`config.mk`:
```
export PLATFORM = sky130hd
export DESIGN_NAME = mux_e_sequencer
export DESIGN_NICKNAME = d
export VERILOG_FILES = /design/src/rtl/mux_seq_defs.sv /design/src/rtl/mux_seq_timer.sv /design/src/rtl/mux_e_sequencer.sv
export SDC_FILE = /design/constraint.sdc
export NUM_CORES = 1
export LEC_CHECK = 0
export ABC_AREA = 1
export CAP_MARGIN = 20
export CORE_AREA = 2 2 41 43
export CTS_CLUSTER_DIAMETER = 40
export CTS_CLUSTER_SIZE = 28
export DETAILED_ROUTE_END_ITERATION = 10
export DIE_AREA = 0 0 43 45
export PLACE_DENSITY = 0.76
export SETUP_SLACK_MARGIN = 0.15
export SLEW_MARGIN = 0
export SYNTH_ARGS = -nofsm -noshare
export SYNTH_HDL_FRONTEND = slang
export SYNTH_SLANG_ARGS = --single-unit
```
`constraint.sdc`:
```
create_clock -name clk -period 2.7 [get_ports clk]
set_input_delay 0.54 -clock clk [delete_from_list [all_inputs] [get_ports clk]]
set_output_delay 0.54 -clock clk [all_outputs]
set_load 0.02 [all_outputs]
```
`src/rtl/mux_seq_defs.sv`:
```
// Shared definitions for the mux_e break-before-make sequencer: state encodings,
// channel constants and default interval lengths.
package mux_seq_defs;

   typedef enum logic [2:0] {
      IDLE = 3'd0,
      SEL  = 3'd1,
      ON   = 3'd2,
      OFF  = 3'd3,
      DONE = 3'd4
   } state_e;

   localparam logic CH_A = 1'b0;
   localparam logic CH_B = 1'b1;

   localparam int GUARD_DEF  = 1;
   localparam int DWELL_DEF  = 4;
   localparam int SETTLE_DEF = 2;

   // Bits needed to hold the longest interval, max(GUARD, DWELL).
   function automatic int cnt_width(input int guard, input int dwell);
      int m;
      m = (guard > dwell) ? guard : dwell;
      return (m < 2) ? 1 : $clog2(m + 1);
   endfunction

endpackage

```
`src/rtl/mux_seq_timer.sv`:
```
// Loadable down-counter timing the SEL/ON/OFF intervals; holds at zero until reloaded.
module mux_seq_timer #(
   parameter int W = 3
) (
   input  logic         clk,
   input  logic         rst,
   input  logic         load_i,
   input  logic [W-1:0] load_val_i,
   output logic [W-1:0] value_o,
   output logic         zero_o
);

   logic [W-1:0] cnt_q, cnt_d;

   always_comb begin
      cnt_d = cnt_q;
      if (load_i)
         cnt_d = load_val_i;
      else if (cnt_q != '0)
         cnt_d = cnt_q - 1'b1;
   end

   always_ff @(posedge clk or posedge rst) begin
      if (rst)
         cnt_q <= '0;
      else
         cnt_q <= cnt_d;
   end

   assign value_o = cnt_q;
   assign zero_o  = (cnt_q == '0);

endmodule

```
`src/rtl/mux_e_sequencer.sv`:
```
// Break-before-make scan controller for the enabled 2:1 mux: samples channel a then b.
// Define MUX_SEQ_CHECK_EN to add the sticky err output (y high while e has been low).
//
// state | meaning
// IDLE  | waiting for start, s=0 e=0
// SEL   | e low for GUARD cycles around the s change
// ON    | e high for DWELL cycles, y captured at cycle SETTLE
// OFF   | e low for GUARD cycles before next channel / finish
// DONE  | one cycle, valid pulse with new data_out
module mux_e_sequencer
   import mux_seq_defs::*;
#(
   parameter int GUARD  = GUARD_DEF,
   parameter int DWELL  = DWELL_DEF,
   parameter int SETTLE = SETTLE_DEF
) (
   input  logic       clk,
   input  logic       rst,
   input  logic       start,
   input  logic       y,
   output logic       s,
   output logic       e,
   output logic [1:0] data_out,
   output logic       valid,
   output logic       busy
`ifdef MUX_SEQ_CHECK_EN
 , output logic       err
`endif
);

   localparam int CW = cnt_width(GUARD, DWELL);

   state_e     state_q, state_d;
   logic       ch_q, ch_d;
   logic       s_q, s_d, e_q, e_d;
   logic       busy_q, busy_d, valid_q, valid_d;
   logic [1:0] data_q, data_d, shadow_q, shadow_d;

   logic          tmr_load;
   logic [CW-1:0] tmr_val, tmr_value;
   logic          tmr_zero;

   mux_seq_timer #(.W(CW)) u_timer (
      .clk        (clk),
      .rst        (rst),
      .load_i     (tmr_load),
      .load_val_i (tmr_val),
      .value_o    (tmr_value),
      .zero_o     (tmr_zero)
   );

   always_comb begin
      state_d  = state_q;
      ch_d     = ch_q;
      s_d      = s_q;
      e_d      = e_q;
      busy_d   = busy_q;
      valid_d  = 1'b0;
      data_d   = data_q;
      shadow_d = shadow_q;
      tmr_load = 1'b0;
      tmr_val  = '0;
      case (state_q)
         IDLE: if (start) begin
            state_d  = SEL;
            ch_d     = CH_A;
            s_d      = 1'b0;
            e_d      = 1'b0;
            busy_d   = 1'b1;
            tmr_load = 1'b1;
            tmr_val  = CW'(GUARD - 1);
         end
         SEL: if (tmr_zero) begin
            state_d  = ON;
            e_d      = 1'b1;
            tmr_load = 1'b1;
            tmr_val  = CW'(DWELL - 1);
         end
         ON: begin
            // Timer counts DWELL-1 down to 0, so this value marks the end of cycle SETTLE.
            if (tmr_value == CW'(DWELL - SETTLE))
               shadow_d[ch_q] = y;
            if (tmr_zero) begin
               state_d  = OFF;
               e_d      = 1'b0;
               tmr_load = 1'b1;
               tmr_val  = CW'(GUARD - 1);
            end
         end
         OFF: if (tmr_zero) begin
            if (ch_q == CH_A) begin
               state_d  = SEL;
               ch_d     = CH_B;
               s_d      = 1'b1;
               tmr_load = 1'b1;
               tmr_val  = CW'(GUARD - 1);
            end else begin
               state_d = DONE;
               s_d     = 1'b0;
               valid_d = 1'b1;
               data_d  = shadow_q;
            end
         end
         DONE: begin
            state_d = IDLE;
            busy_d  = 1'b0;
         end
         default: begin
            state_d = IDLE;
            s_d     = 1'b0;
            e_d     = 1'b0;
            busy_d  = 1'b0;
         end
      endcase
   end

   always_ff @(posedge clk or posedge rst) begin
      if (rst) begin
         state_q  <= IDLE;
         ch_q     <= CH_A;
         s_q      <= 1'b0;
         e_q      <= 1'b0;
         busy_q   <= 1'b0;
         valid_q  <= 1'b0;
         data_q   <= 2'b00;
         shadow_q <= 2'b00;
      end else begin
         state_q  <= state_d;
         ch_q     <= ch_d;
         s_q      <= s_d;
         e_q      <= e_d;
         busy_q   <= busy_d;
         valid_q  <= valid_d;
         data_q   <= data_d;
         shadow_q <= shadow_d;
      end
   end

   assign s        = s_q;
   assign e        = e_q;
   assign busy     = busy_q;
   assign valid    = valid_q;
   assign data_out = data_q;

`ifdef MUX_SEQ_CHECK_EN
   logic err_q;

   // e_q low at this edge means e was low for the whole cycle just ended.
   always_ff @(posedge clk or posedge rst) begin
      if (rst)
         err_q <= 1'b0;
      else if (y && !e_q)
         err_q <= 1'b1;
   end

   assign err = err_q;
`endif

endmodule

```
==> results of run 1 <==
[layout make-up]
type	count	area [um2]
clock buffer	3	22.5
sequential	15	375
timing repair buffer	9	90.1
fill	135	576
clock inverter	1	5.00
tap	16	20.0
multi-input combinational	63	338
inverter	12	45.0
[power by group through the flow]
stage          clock (mW)  combinational, mW  sequential (mW)
6_report            0.123              0.498            0.384
5_1_grt             0.141              0.577            0.397
4_1_cts             0.129              0.506            0.385
3_5_place_dp            0              0.506            0.389
3_3_place_gp            0              0.483            0.387
2_1_floorplan           0              0.378            0.393
[final timing paths]
check	from	end	slack, ps
worst max-delay path	s	s	920
worst max register to register	u_timer.value_o[0]	u_timer.value_o[0]	1010
min in group asynchronous	rst	shadow_q[0]	600
worst min-delay path	e	e	470
worst min register to register	e	e	470
max in group asynchronous	rst	s	1720
[synthesized netlist by cell type]
cell	n	area share, %
o21ai_1	2	1.3
nor2_4	2	2.9
inv_2	1	0.48
ha_1	3	4.8
nand2_2	1	0.81
o21ai_0	6	3.9
nand2_1	27	13
nand4_1	6	4.8
nand2_4	1	1.4
nor2_1	6	2.9
buf_2	1	0.64
xnor2_1	1	1.1
inv_1	11	5.3
a22oi_1	1	0.97
a21oi_1	1	0.64
o211ai_1	1	0.97
nor3_2	1	1.3
clkbuf_8	1	1.8
nand3_1	4	2.6
dfrtp_1	15	48
[flip-flops by register name (all words and copies together), names as in the netlist]
signal / count
ch_q: 1
valid: 1
s: 1
state_q: 3
u_timer.value_o: 3
busy: 1
data_out: 2
e: 1
shadow_q: 2
[placed cells by master (no fill, tap or decap)]
master	instances
nand2_4	1
nor3_2	1
o211ai_1	1
a21oi_1	1
inv_2	1
nand4_1	6
o21ai_0	6
dfrtp_1	15
nand2_2	1
nand2_1	27
o21ai_1	2
nor2_4	2
nand3_1	4
inv_1	11
clkdlybuf4s50_1	9
nor2_1	6
xnor2_1	1
ha_1	3
clkinv_2	1
a22oi_1	1
clkbuf_4	3
[through the flow]
| step | utilization (%) | cell area, um2 | hold WS, ps | setup WS (ps) |
|---|---|---|---|---|
| after floorplan | - | 777 | 441 | 1350 |
| after global placement | 59.0 | 868 | 464 | 1050 |
| after detailed placement | 59.0 | 868 | 458 | 1000 |
| after CTS | 60.9 | 896 | 479 | 906 |
| after global routing | 60.9 | 896 | 515 | 865 |
| final | 60.9 | 896 | 472 | 921 |
[logic make-up (layout without fill, tap and decap cells)]
| group | after synthesis | after routing |
|---|---|---|
| adder cells (fa/ha/maj) | 3 | 3 |
| AO/OA/AOI/OAI | 11 | 11 |
| AND/OR/NAND/NOR | 48 | 48 |
| flip-flops | 15 | 15 |
| buffers and inverters | 14 | 25 |
| XOR/XNOR | 1 | 1 |
[routing by layer]
metal	global-route usage, %	wire (um)	vias up
li1	-	-	320
met4	9.09	18	0
met1	23.3	671	275
met2	27.9	620	3
met5	0	0	-
met3	2.40	28	2
[worst reg2reg max path: cells and delay by family (launching register included)]
family / cells / cell delay [ps]
flip-flops: 1 / 400
buffers and inverters: 2 / 220
adder cells (fa/ha/maj): 2 / 560
AND/OR/NAND/NOR: 4 / 410
==> reports/summary.md, run 1 <==
• completed — outcome
• 0 — DRC
• 0.844 — Final GP Congestion
• clkdlybuf4s50_1 — worst-path cell chain
• 12.3% — part of the total power dissipated in the clock network
• 2160 ps — data required time at the worst endpoint
• 0 — Max Slew Vio Count
• 62.2% — max_slew headroom
• 1 — stages on the worst setup path
• 11.2 um — average wire length per cell after detail routing
• 3 — total clock buffers created by CTS
• 1.13% — fraction of synthesized cell area in xor and xnor cells
• 111 — net count of the finished layout
• 92 — synthesized instance count
• 9 — number of input and output port buffers inserted
• 49.5% — combinational share of power
• 65.9% — final worst-path cycle share
• 99 — nets in the synthesized netlist
• 7.73% — area fraction in compound gates after synthesis
• 9.71% — share of layout cells above drive strength 1
• 45 um — vertical die dimension
• 0 — warnings from Yosys
• 0 — final antenna-violating net count
• buffers and inverters — cell family with the largest share of critical-path delay
• 0 — aggregate global routing overflow
• 600 ps — Crit path largest cell delay
• clkdlybuf4s50_1 — slowest CP cell
• 20 — count of unique library cells instantiated by Yosys
• 52.8% — effective utilization at floorplan
• 1780 ps — shortest period the worst path allows
• 15.3% — P&R area growth vs syn
• 1240 ps — critical path data arrival time
• 0.460 nW — P_leak
• reg -> out — startpoint-to-endpoint class of the critical path
• 1 — WP buf/inv
• 0 — Maximum Capacitance Violations
• 1 — total number of H-tree levels
• primary output — capturing element type of the critical path
• 1120 nW/um2 — ratio of total power to cell area
• 0.000605 V — peak supply drop
• clkbuf_4 — Root Buffer
• 0 — hold bufs inserted after CTS
• 115 — Post-Place Cells
• 4.83% — post-synthesis share of cell area spent on full adders, half adders and majority gates
• 0% — proportion of synthesized area in mux cells
• 0 — buffers inserted by post-CTS timing repair
• 15 — clk sink count
• 43.0% — switching share of power
• 0 — count of inserted antenna diode cells
• 2460 um — first-pass GRT wire length
• 29.8% — area fraction in and, or, nand and nor cells after synthesis
• 11 — starting DRC count in detailed routing
• 2 — largest fanout on the critical path
• 600 — via total after detailed routing
• 4 — drt pass-1 iters
• 8 — cell count of the worst reg-to-reg path
• reg -> reg — classification of the worst-slack hold path
• 15 — synthesis-stage register bit count
• 80 ps — clock edge transition at the registers on the reported setup and hold paths
• 17.4% — GR Util All Layers
• 1470 um2 — Placeable Area
• 48.3% — proportion of synthesized chip area in sequential cells
• 8.45 um2 — Mapped Avg Cell Area
• flip-flop — element type at the critical path start
• 5.04 — post-DR vias/cell
• 567 ps — transition at the pin with the smallest max-transition slack
• 38.2% — Reg power frac
• 10 — number of top-level pins
• 1.01 mW — total design power
• 16 — pin count of the biggest net entering global routing
• 583 — via count of the first global-routing pass
• 1020 um — sum of net half-perimeters after detailed placement
• 2 — instance count along the most critical hold path
• 43 um — horizontal die dimension
• 6.33 ps — Worst Skew
• 0.573 mW — total internal power
• 777 um2 — area of the mapped netlist
• 0 — number of hold violations in the final report
• 0 ps — Final TNS setup
• 0 — count of instances resized after the clock tree is built
• 1940 um2 — Total Die Area
• no — setup repair after global routing missed its margin
• 0.433 mW — Switch Pwr
• built — clock tree from TritonCTS
• 0 — initial antenna violation count
• 0 — number of setup violations in the final report
• 2 — Bufs on Longest Clock Path
• 0.562 GHz — upper clock frequency limit
• 280 ps — clock insertion delay at the later pin of the skew report
• 1340 um — overall routed net length
• simple AND/OR/NAND/NOR gates — dominant combinational cell family by area after synthesis
• 119 — final std cells w/o fill
• 14 — Site Rows
No activity file was read; power rests on OpenSTA's default activity.
==> run 2, diff against run 1 <==
CORE_AREA = 2 2 44 46   (was 2 2 41 43)
DIE_AREA = 0 0 46 48   (was 0 0 43 45)
PLACE_DENSITY = 0.7   (was 0.76)
clock period = 1.5 ns   (was 2.7 ns; I/O delays follow)
==> reports/summary.md, run 2 (same netlist as run 1, synthesis figures left out) <==
• 10 — number of top-level pins, unchanged
• 1100 um — sum of net half-perimeters after detailed placement, was 1020 um
• 0 — count of inserted antenna diode cells, unchanged
• flip-flops — cell family with the largest share of critical-path delay, was buffers and inverters
• 1 — total number of H-tree levels, unchanged
• 0.871 mW — Switch Pwr, was 0.433 mW
• u_timer.value_o[0] — R2R Path Start, unchanged
• 0.000941 V — peak supply drop, was 0.000605 V
• 1000 ps — critical path data arrival time, was 1240 ps
• in -> async — classification of the worst-slack hold path, was reg -> reg
• no — setup repair after global routing missed its margin, unchanged
• 2070 nW/um2 — ratio of total power to cell area, was 1120 nW/um2
• 0 — aggregate global routing overflow, unchanged
• 278 ps — transition at the pin with the smallest max-transition slack, was 567 ps
• 240 ps — minimum setup slack among reg-to-reg paths, was 1010 ps
• 24.8% — share of layout cells above drive strength 1, was 9.71%
• 9 — number of input and output port buffers inserted, unchanged
• 1690 um2 — Placeable Area, was 1470 um2
• 2.04 mW — total design power, was 1.01 mW
• 1500 um — overall routed net length, was 1340 um
• completed — outcome, unchanged
• 2210 um2 — Total Die Area, was 1940 um2
• reg -> out — startpoint-to-endpoint class of the critical path, unchanged
• nand2_1 — most frequent standard cell in the layout excluding fill and tap cells, unchanged
• 663 — via total after detailed routing, was 600
• 34.3% — Reg power frac, was 38.2%
• 58.4% — final core occ, was 60.9%
• 2 — Bufs on Longest Clock Path, unchanged
• 1300 ps — shortest period the worst path allows
• 4 — drt pass-1 iters, unchanged
• 26.9% — P&R area growth vs syn, was 15.3%
• 0 — number of setup violations in the final report, unchanged
• 117 — net count of the finished layout, was 111
• 80 ps — clock edge transition at the registers on the reported setup and hold paths, about the same
• 15 — clk sink count, unchanged
• 48 um — vertical die dimension, was 45 um
• dfrtp_1 — slowest CP cell, was clkdlybuf4s50_1
• 15 — Site Rows, was 14
• 1.33 ps — Worst Skew, was 6.33 ps
• 11.9 um — average wire length per cell after detail routing, was 11.2 um
• 0.817 — Final GP Congestion, was 0.844
• 1.17 mW — total internal power, was 0.573 mW
• 280 ps — clock insertion delay at the later pin of the skew report, about the same
• 0 ps — Final TNS setup, unchanged
• 0 — Maximum Capacitance Violations, unchanged
• 205 ps — Final Worst Setup Slack, was 921 ps
• 46 um — horizontal die dimension, was 43 um
• 0 — hold bufs inserted after CTS, unchanged
• 3 — total clock buffers created by CTS, unchanged
• 16 — pin count of the biggest net entering global routing, unchanged
• 0 — initial antenna violation count, unchanged
• built — clock tree from TritonCTS, unchanged
• 42.7% — switching share of power, was 43.0%
• 0.772 GHz — upper clock frequency limit
• 81.4% — max_slew headroom, was 62.2%
• 0 — Max Slew Vio Count, unchanged
• 5 — starting DRC count in detailed routing, was 11
• 5.26 — post-DR vias/cell, was 5.04
• 390 ps — Crit path largest cell delay, was 600 ps
• 0 — number of hold violations in the final report, unchanged
• 0 — DRC, unchanged
• 0 — final antenna-violating net count, unchanged
• 1 — WP buf/inv, unchanged
• 86.4% — final worst-path cycle share
• dlygate4sd2_1 — worst-path cell chain, was clkdlybuf4s50_1
• 46.0% — effective utilization at floorplan, was 52.8%
• clkbuf_4 — Root Buffer, unchanged
• 65.1 ps — worst setup timing slack at the placement stage, was 1000 ps
• 16.8% — GR Util All Layers, was 17.4%
• flip-flop — element type at the critical path start, unchanged
• 11.1% — part of the total power dissipated in the clock network, was 12.3%
• 54.6% — combinational share of power, was 49.5%
• data_out[0] — first element of the critical path, was s
• 0.509 nW — P_leak, was 0.460 nW
• nand2_1, dfrtp_1, inv_1 — commonest cells after routing, fill and taps aside, unchanged
• 2530 um — first-pass GRT wire length, was 2460 um
• primary output — capturing element type of the critical path, unchanged
• 1200 ps — data required time at the worst endpoint, was 2160 ps
• 2 — largest fanout on the critical path, unchanged
• 610 — via count of the first global-routing pass, was 583
[run 2: metal layers]
metal / vias to the layer above / global-route usage [%] / wire length (um)
met2: 5 / 26.4 / 750
met3: 4 / 4.53 / 31
li1: 332 / - / -
met5: - / 0 / 0
met1: 322 / 20.6 / 693
met4: 0 / 10.3 / 23
[run 2: final timing paths]
path / end / cells past startpoint
max: data_out[0] / 1
min: shadow_q[0] / 3
max reg2reg: data_out[1] / 7
min reg2reg: s / 2
max in group asynchronous: state_q[2] / 3
min in group clk: s / 2
[run 2: area by class of cell]
class,count,area [um2]
fill,154,703
multi-input combinational,63,384
timing repair buffer,15,131
inverter,12,45.0
tap,17,21.3
clock buffer,4,26.3
sequential,15,378
[run 2: power by group through the flow]
stage          combinational (mW)  clock, mW  sequential (mW)
3_3_place_gp                0.916          0            0.693
6_report                     1.11      0.227            0.699
3_5_place_dp                0.958          0            0.703
4_1_cts                     0.991      0.237            0.688
2_1_floorplan               0.681          0            0.708
5_1_grt                      1.26      0.264            0.715
[run 2: per-stage QoR]
stage / hold slack, ps / std cells / area, um2
6_report: 306 / 126 / 986
5_1_grt: 349 / 126 / 986
4_1_cts: 309 / 125 / 931
3_5_place_dp: 466 / 119 / 892
3_3_place_gp: 464 / 119 / 892
2_1_floorplan: 201 / 92 / 777
[run 2: repair_timing]
| item | CTS | global route |
|---|---|---|
| buffers inserted | 2 | 1 |
| pin swaps | 3 | 2 |
| setup endpoints to repair | 13 | 9 |
| gates cloned | 0 | 0 |
| endpoints found under the hold margin | 0 | 0 |
| resized for setup | 10 | 14 |
==> run 3, diff against run 2 <==
CORE_AREA = 2 2 42 44   (was 2 2 44 46)
DIE_AREA = 0 0 44 46   (was 0 0 46 48)
PLACE_DENSITY = 0.73   (was 0.7)
clock period = 1.4 ns   (was 1.5 ns; I/O delays follow)
==> reports/summary.md, run 3 (same netlist as run 1, synthesis figures left out) <==
• met2 — most congested layer reported by global routing, unchanged
• 0.972 mW — Switch Pwr, was 0.871 mW
• 9 — number of input and output port buffers inserted, unchanged
• 1010 um2 — post-route cell area, was 986 um2
• 12.4 um — average wire length per cell after detail routing, was 11.9 um
• 0 — number of setup violations in the final report, unchanged
• 667 — via count of the first global-routing pass, was 610
• 10 — number of top-level pins, unchanged
• 33.0% — Reg power frac, was 34.3%
• 0.00132 V — peak supply drop, was 0.000941 V
• dfrtp_1 — slowest CP cell, unchanged
• 0 — number of hold violations in the final report, unchanged
• 2.38% — GR Layer Usage met3, was 4.53%
• nand2_1, dfrtp_1, buf_4 — commonest cells after routing, fill and taps aside, was nand2_1, dfrtp_1, inv_1
• completed — outcome, unchanged
• 44 um — horizontal die dimension, was 46 um
• data_out[0] — end of the worst register-to-register path, was data_out[1]
• u_timer.value_o[1] — R2R Path Start, was u_timer.value_o[0]
• 1490 ps — critical path data arrival time, was 1000 ps
• 90 ps — clock edge transition at the registers on the reported setup and hold paths, was 80 ps
• 0 — final antenna-violating net count, unchanged
• 15 — clk sink count, unchanged
• 21.5% — global-route met1 utilization, was 20.6%
• 266 ps — transition at the pin with the smallest max-transition slack, was 278 ps
• 2280 nW/um2 — ratio of total power to cell area, was 2070 nW/um2
• 0 — Maximum Capacitance Violations, unchanged
• yes — setup repair after global routing missed its margin, was no
• 42.4% — switching share of power, was 42.7%
• 5.15 — post-DR vias/cell, was 5.26
• 141 — fill cell total of the finished layout, was 154
• 0 — aggregate global routing overflow, unchanged
• 0 — count of inserted antenna diode cells, unchanged
• 16 — pin count of the biggest net entering global routing, unchanged
• 2 — WP buf/inv, was 1
• 1580 ps — data required time at the worst endpoint, was 1200 ps
• 32.1% — met2 track demand over resource in global routing, was 26.4%
• 18.1% — GR Util All Layers, was 16.8%
• 29.5% — P&R area growth vs syn, was 26.9%
• 56.4% — combinational share of power, was 54.6%
• 4 — drt pass-1 iters, unchanged
• 674 — via total after detailed routing, was 663
• 1310 ps — shortest period the worst path allows
• 122 — net count of the finished layout, was 117
• 5 — largest fanout on the critical path, was 2
• clkbuf_4 — Root Buffer, unchanged
• 2.34 ps — Worst Skew, was 1.33 ps
• 1 — starting DRC count in detailed routing, was 5
• reg -> reg — startpoint-to-endpoint class of the critical path, was reg -> out
• 374 um2 — area taken by multi-input logic gates, was 384 um2
• 902 um2 — total placed instance area, was 892 um2
• 0 — hold bufs inserted after CTS, unchanged
• 3 — total clock buffers created by CTS, unchanged
• 1610 um2 — Placeable Area, was 1690 um2
• 2020 um2 — Total Die Area, was 2210 um2
• 7 — cell count of the worst reg-to-reg path, unchanged
• 0.762 GHz — upper clock frequency limit
• 87.9 ps — Final Worst Setup Slack, was 205 ps
• 1620 um — overall routed net length, was 1500 um
• 15 — Site Rows, unchanged
• 1 — total number of H-tree levels, unchanged
• ha_4 — Most Frequent Cell on Critical Path
• 30.7% — share of layout cells above drive strength 1, was 24.8%
• 46 um — vertical die dimension, was 48 um
• 0 — DRC, unchanged
• in -> async — classification of the worst-slack hold path, unchanged
• 93.7% — final worst-path cycle share
• 90 ps — minimum setup slack among reg-to-reg paths, was 240 ps
• 0 — Max Slew Vio Count, unchanged
• 1.32 mW — total internal power, was 1.17 mW
• 410 ps — Crit path largest cell delay, was 390 ps
• 48.1% — effective utilization at floorplan, was 46.0%
• -20.7 ps — worst setup timing slack at the placement stage, was 65.1 ps
• 0.823 — Final GP Congestion, was 0.817
• 1140 um — sum of net half-perimeters after detailed placement, was 1100 um
• 10.7% — part of the total power dissipated in the clock network, was 11.1%
• flip-flop — capturing element type of the critical path, was primary output
• 280 ps — clock insertion delay at the later pin of the skew report, about the same
• flip-flop — element type at the critical path start, unchanged
• inv_2, ha_4, ha_4, buf_4, nand2_4, o21ai_0, nand2_1 — worst-path cell chain, was dlygate4sd2_1
• nand2_1 — most frequent standard cell in the layout excluding fill and tap cells, unchanged
• 378 um2 — register area, unchanged
• flip-flops — cell family with the largest share of critical-path delay, unchanged
• 0 — initial antenna violation count, unchanged
• 2680 um — first-pass GRT wire length, was 2530 um
• 0.516 nW — P_leak, was 0.509 nW
• 82.2% — max_slew headroom, was 81.4%
• built — clock tree from TritonCTS, unchanged
• 2 — Bufs on Longest Clock Path, unchanged
## run 3: cell types whose count changed in the layout (fill, tap and decap cells not counted), sizes merged
cell | before | now
clkdlybuf4s15 | 0 | 2
dlygate4sd2 | 6 | 0
clkbuf | 4 | 8
buf | 6 | 11
## run 3: per-layer routing
metal  part of all wire, %  wire [um]
met4                   2.5         40
met2                    50        817
met3                   2.5         40
met1                    45        724
met5                     0          0
## run 3: worst max-delay path by stage
| stage | startpoint | to | slack, ps | cells past startpoint |
|---|---|---|---|---|
| finish | u_timer.value_o[1] | data_out[0] | 90 | 7 |
| global route | u_timer.value_o[0] | e | 10 | 8 |
| floorplan | u_timer.value_o[0] | state_q[0] | 80 | 9 |
| global placement | u_timer.value_o[0] | u_timer.value_o[0] | 30 | 8 |
| detailed placement | u_timer.value_o[0] | u_timer.value_o[0] | -20 | 8 |
| CTS | u_timer.value_o[1] | state_q[0] | 110 | 8 |
## run 3: through the flow
step	power, mW	hold slack (ps)	TNS, ps	cells	util (%)
detailed placement	1.81	467	-41.6	118	55.9
finish	2.29	292	0	131	62.3
global placement	1.75	460	0	118	55.9
floorplan	1.54	181	0	92	-
global route	2.52	322	0	131	62.3
CTS	2.20	297	0	127	61.0
## run 3: timing repair
action,in CTS,in global routing
setup buffers,5,4
cloned,0,0
pin swaps,1,3
endpoints found under the setup margin,14,13
gates resized for setup,19,10
## run 3: worst register-to-register path, stage by stage, from the launching register on
cell and delay [ps]:
dfrtp_1 410, inv_2 80, ha_4 150, ha_4 170, buf_4 130, nand2_4 70
o21ai_0 150, nand2_1 60
## run 3: layout make-up
class                      instances  area share [%]
multi-input combinational         63            37.2
tap                               17            2.11
sequential                        15            37.6
inverter                          12            4.98
clock buffer                       4            2.61
timing repair buffer              20            15.5
## run 3: power by group through the flow
stage | clock (mW) | combinational (mW) | sequential [mW]
floorplan | 0 | 0.778 | 0.759
global placement | 0 | 1.01 | 0.741
detailed placement | 0 | 1.06 | 0.755
CTS | 0.250 | 1.21 | 0.747
global route | 0.272 | 1.47 | 0.782
finish | 0.244 | 1.29 | 0.756
==> edit (settings of run 1) <==
Set the package constant `DWELL_DEF` to 3 (it was 4).
--- a/src/rtl/mux_seq_defs.sv
+++ b/src/rtl/mux_seq_defs.sv
@@ -14,7 +14,7 @@
    localparam logic CH_B = 1'b1;
 
    localparam int GUARD_DEF  = 1;
-   localparam int DWELL_DEF  = 4;
+   localparam int DWELL_DEF  = 3;
    localparam int SETTLE_DEF = 2;
 
    // Bits needed to hold the longest interval, max(GUARD, DWELL).
Check against the original RTL: not equivalent (a bounded check fails within 10 cycles, from zero or initial values and one cycle with rst high).
==> edit against run 1 <==
Register-to-register slack better by 0.28 ns; final area down 6.3%; area after synthesis down 9.3%; maximum frequency down 0.88%; worst setup slack worse by 0.016 ns; sequential cell count down 1; power down 0.69%; routed wire length down 1.1%; largest cell class unchanged; largest power group unchanged; highest routed layer unchanged.
==> edit: results (changes against run 1) <==
[clocking]
clk_latency_ns=0.29
clk_path_buf_depth=2  ; unchanged
cts_root_buffer=clkbuf_4
cts_buffers=3  ; unchanged
cts.repair.resized=0  ; unchanged
post_cts_buffers=0  ; unchanged
h-tree-depth=1  ; unchanged
clk_pin_slew_ns=0.10  ; +0.02 ns

[global_routing]
grt_pass1_wl_mm=2.235  ; -9.3%
grt_pass1_vias=520  ; -11%
grt_max_degree=15  ; -1
grt_usage=0.1644  ; -0.009567
antenna_found_initial=0  ; unchanged

[critical_path]
path_delay_family=buffers and inverters
reg2reg_depth=8  ; unchanged
timing.rr.start=u_timer.value_o[1]
crit_arrival_ns=1.25
crit_slowest_cell=clkdlybuf4s50_1
slowest_delay_ns=0.60  ; about the same
crit_fanout=2  ; unchanged
ff2ff_setup_slack_ns=1.29  ; +0.28 ns
r2r_end=u_timer.value_o[1]

[finish]
drive_gt1_frac=0.1414  ; +0.04433
antennaDiodeCount=0  ; unchanged
fillers=144  ; +6.7%
nets=106  ; -4.5%
largest_reg_flops=3
largest-register=state_q

[synthesis]
syn_nets=93  ; -6.1%
ys_warn_count=0  ; unchanged
synthArstFlopShare=1.000  ; unchanged
yosysSeqAreaShare=0.4973  ; +0.01424
synthTopCellsByCount=29 x nand2_1, 14 x dfrtp_1, 10 x inv_1
yosys-top-cells-area=dfrtp_1 50%, nand2_1 15%, inv_1 5.3%
synth.distinct_cells=17  ; -15%

[hold_path]
min_path_cells=2  ; unchanged
min_from=shadow_q[0]
hold-path-endpoint=data_out[0]
hold_path_class=reg2reg

[drt]
dr.pass1.iters=4  ; unchanged
wl_mm=1.323  ; -1.1%
vias=588  ; -2.0%
drt_iter0_markers=15  ; +4

[place]
dp_slack_ns=1.120  ; +0.1175 ns
dp_hpwl_um=967.2  ; -5.4%
io_buffer_count=9  ; unchanged
place_congestion=0.7838  ; -7.1%

[sta]
worstMarginPinSlew_ns=0.5296  ; -0.03710 ns
finClkSkew_ns=0.01194  ; +0.005607 ns

[run_status]
status=complete, no violations

[power]
leakage_nw=0.4609  ; about the same
vdd_drop_max_uv=546.8  ; -9.6%
p_int_mw=0.5728  ; about the same

-- edit: cell types whose count changed after synthesis, moves of 2 or more --
| cell | before | now |
|---|---|---|
| nand3_2 | 0 | 2 |
| nand4_1 | 6 | 2 |
| nand2_2 | 1 | 3 |
| inv_2 | 1 | 3 |
| nand2_1 | 27 | 29 |
| nor2_4 | 2 | 0 |
| o21ai_0 | 6 | 4 |
-- edit: layer usage --
metal	vias to the layer above	routed length [µm]	share of wire	global-route usage
met5	-	0	0	0
met4	0	59	0.045	0.1273
met3	7	63	0.048	0.02400
met2	15	641	0.48	0.2576
met1	270	559	0.42	0.2062
li1	296	-	-	-
-- edit: cell type report --
type,count,area [µm²],share of cell area
Multi-Input combinational cell,59,294.0,0.3502
Sequential cell,14,350.3,0.4173
Tap cell,16,20.02,0.02385
Clock buffer,4,36.28,0.04322
Inverter,13,48.80,0.05812
Timing Repair Buffer,9,90.09,0.1073
-- edit: through the flow --
step / area (µm²) / hold slack (ns) / std cells
2_1_floorplan: 704.4 / 0.4292 / 87
3_3_place_gp: 803.3 / 0.4564 / 111
3_5_place_dp: 803.3 / 0.4553 / 111
4_1_cts: 839.6 / 0.4770 / 115
5_1_grt: 839.6 / 0.5074 / 115
6_report: 839.6 / 0.4775 / 115
-- edit: worst max-delay path by stage --
stage | startpoint | end | slack (ns)
6_report | busy | busy | 0.91
5_1_grt | data_out[0] | data_out[0] | 0.87
4_1_cts | busy | busy | 0.89
3_5_place_dp | start | state_q[0] | 1.12
3_3_place_gp | start | s | 1.16
2_1_floorplan | u_timer.value_o[0] | u_timer.value_o[1] | 1.45
-- edit: power by group through the flow --
stage | combinational, mW | clock, mW | sequential, mW
final | 0.475 | 0.156 | 0.369
after global routing | 0.536 | 0.164 | 0.383
after CTS | 0.479 | 0.161 | 0.369
after detailed placement | 0.474 | 0 | 0.371
after global placement | 0.461 | 0 | 0.370
after floorplan | 0.334 | 0 | 0.387
-- edit: kinds of logic (layout without fill, tap and decap cells) --
kind of cell / after synthesis / count (layout) / synth area share
buf+inv: 14 / 26 / 0.08526
flops: 14 / 14 / 0.4973
simple gates: 51 / 51 / 0.3393
fa+ha+maj: 2 / 2 / 0.03552
compound gates: 6 / 6 / 0.04262
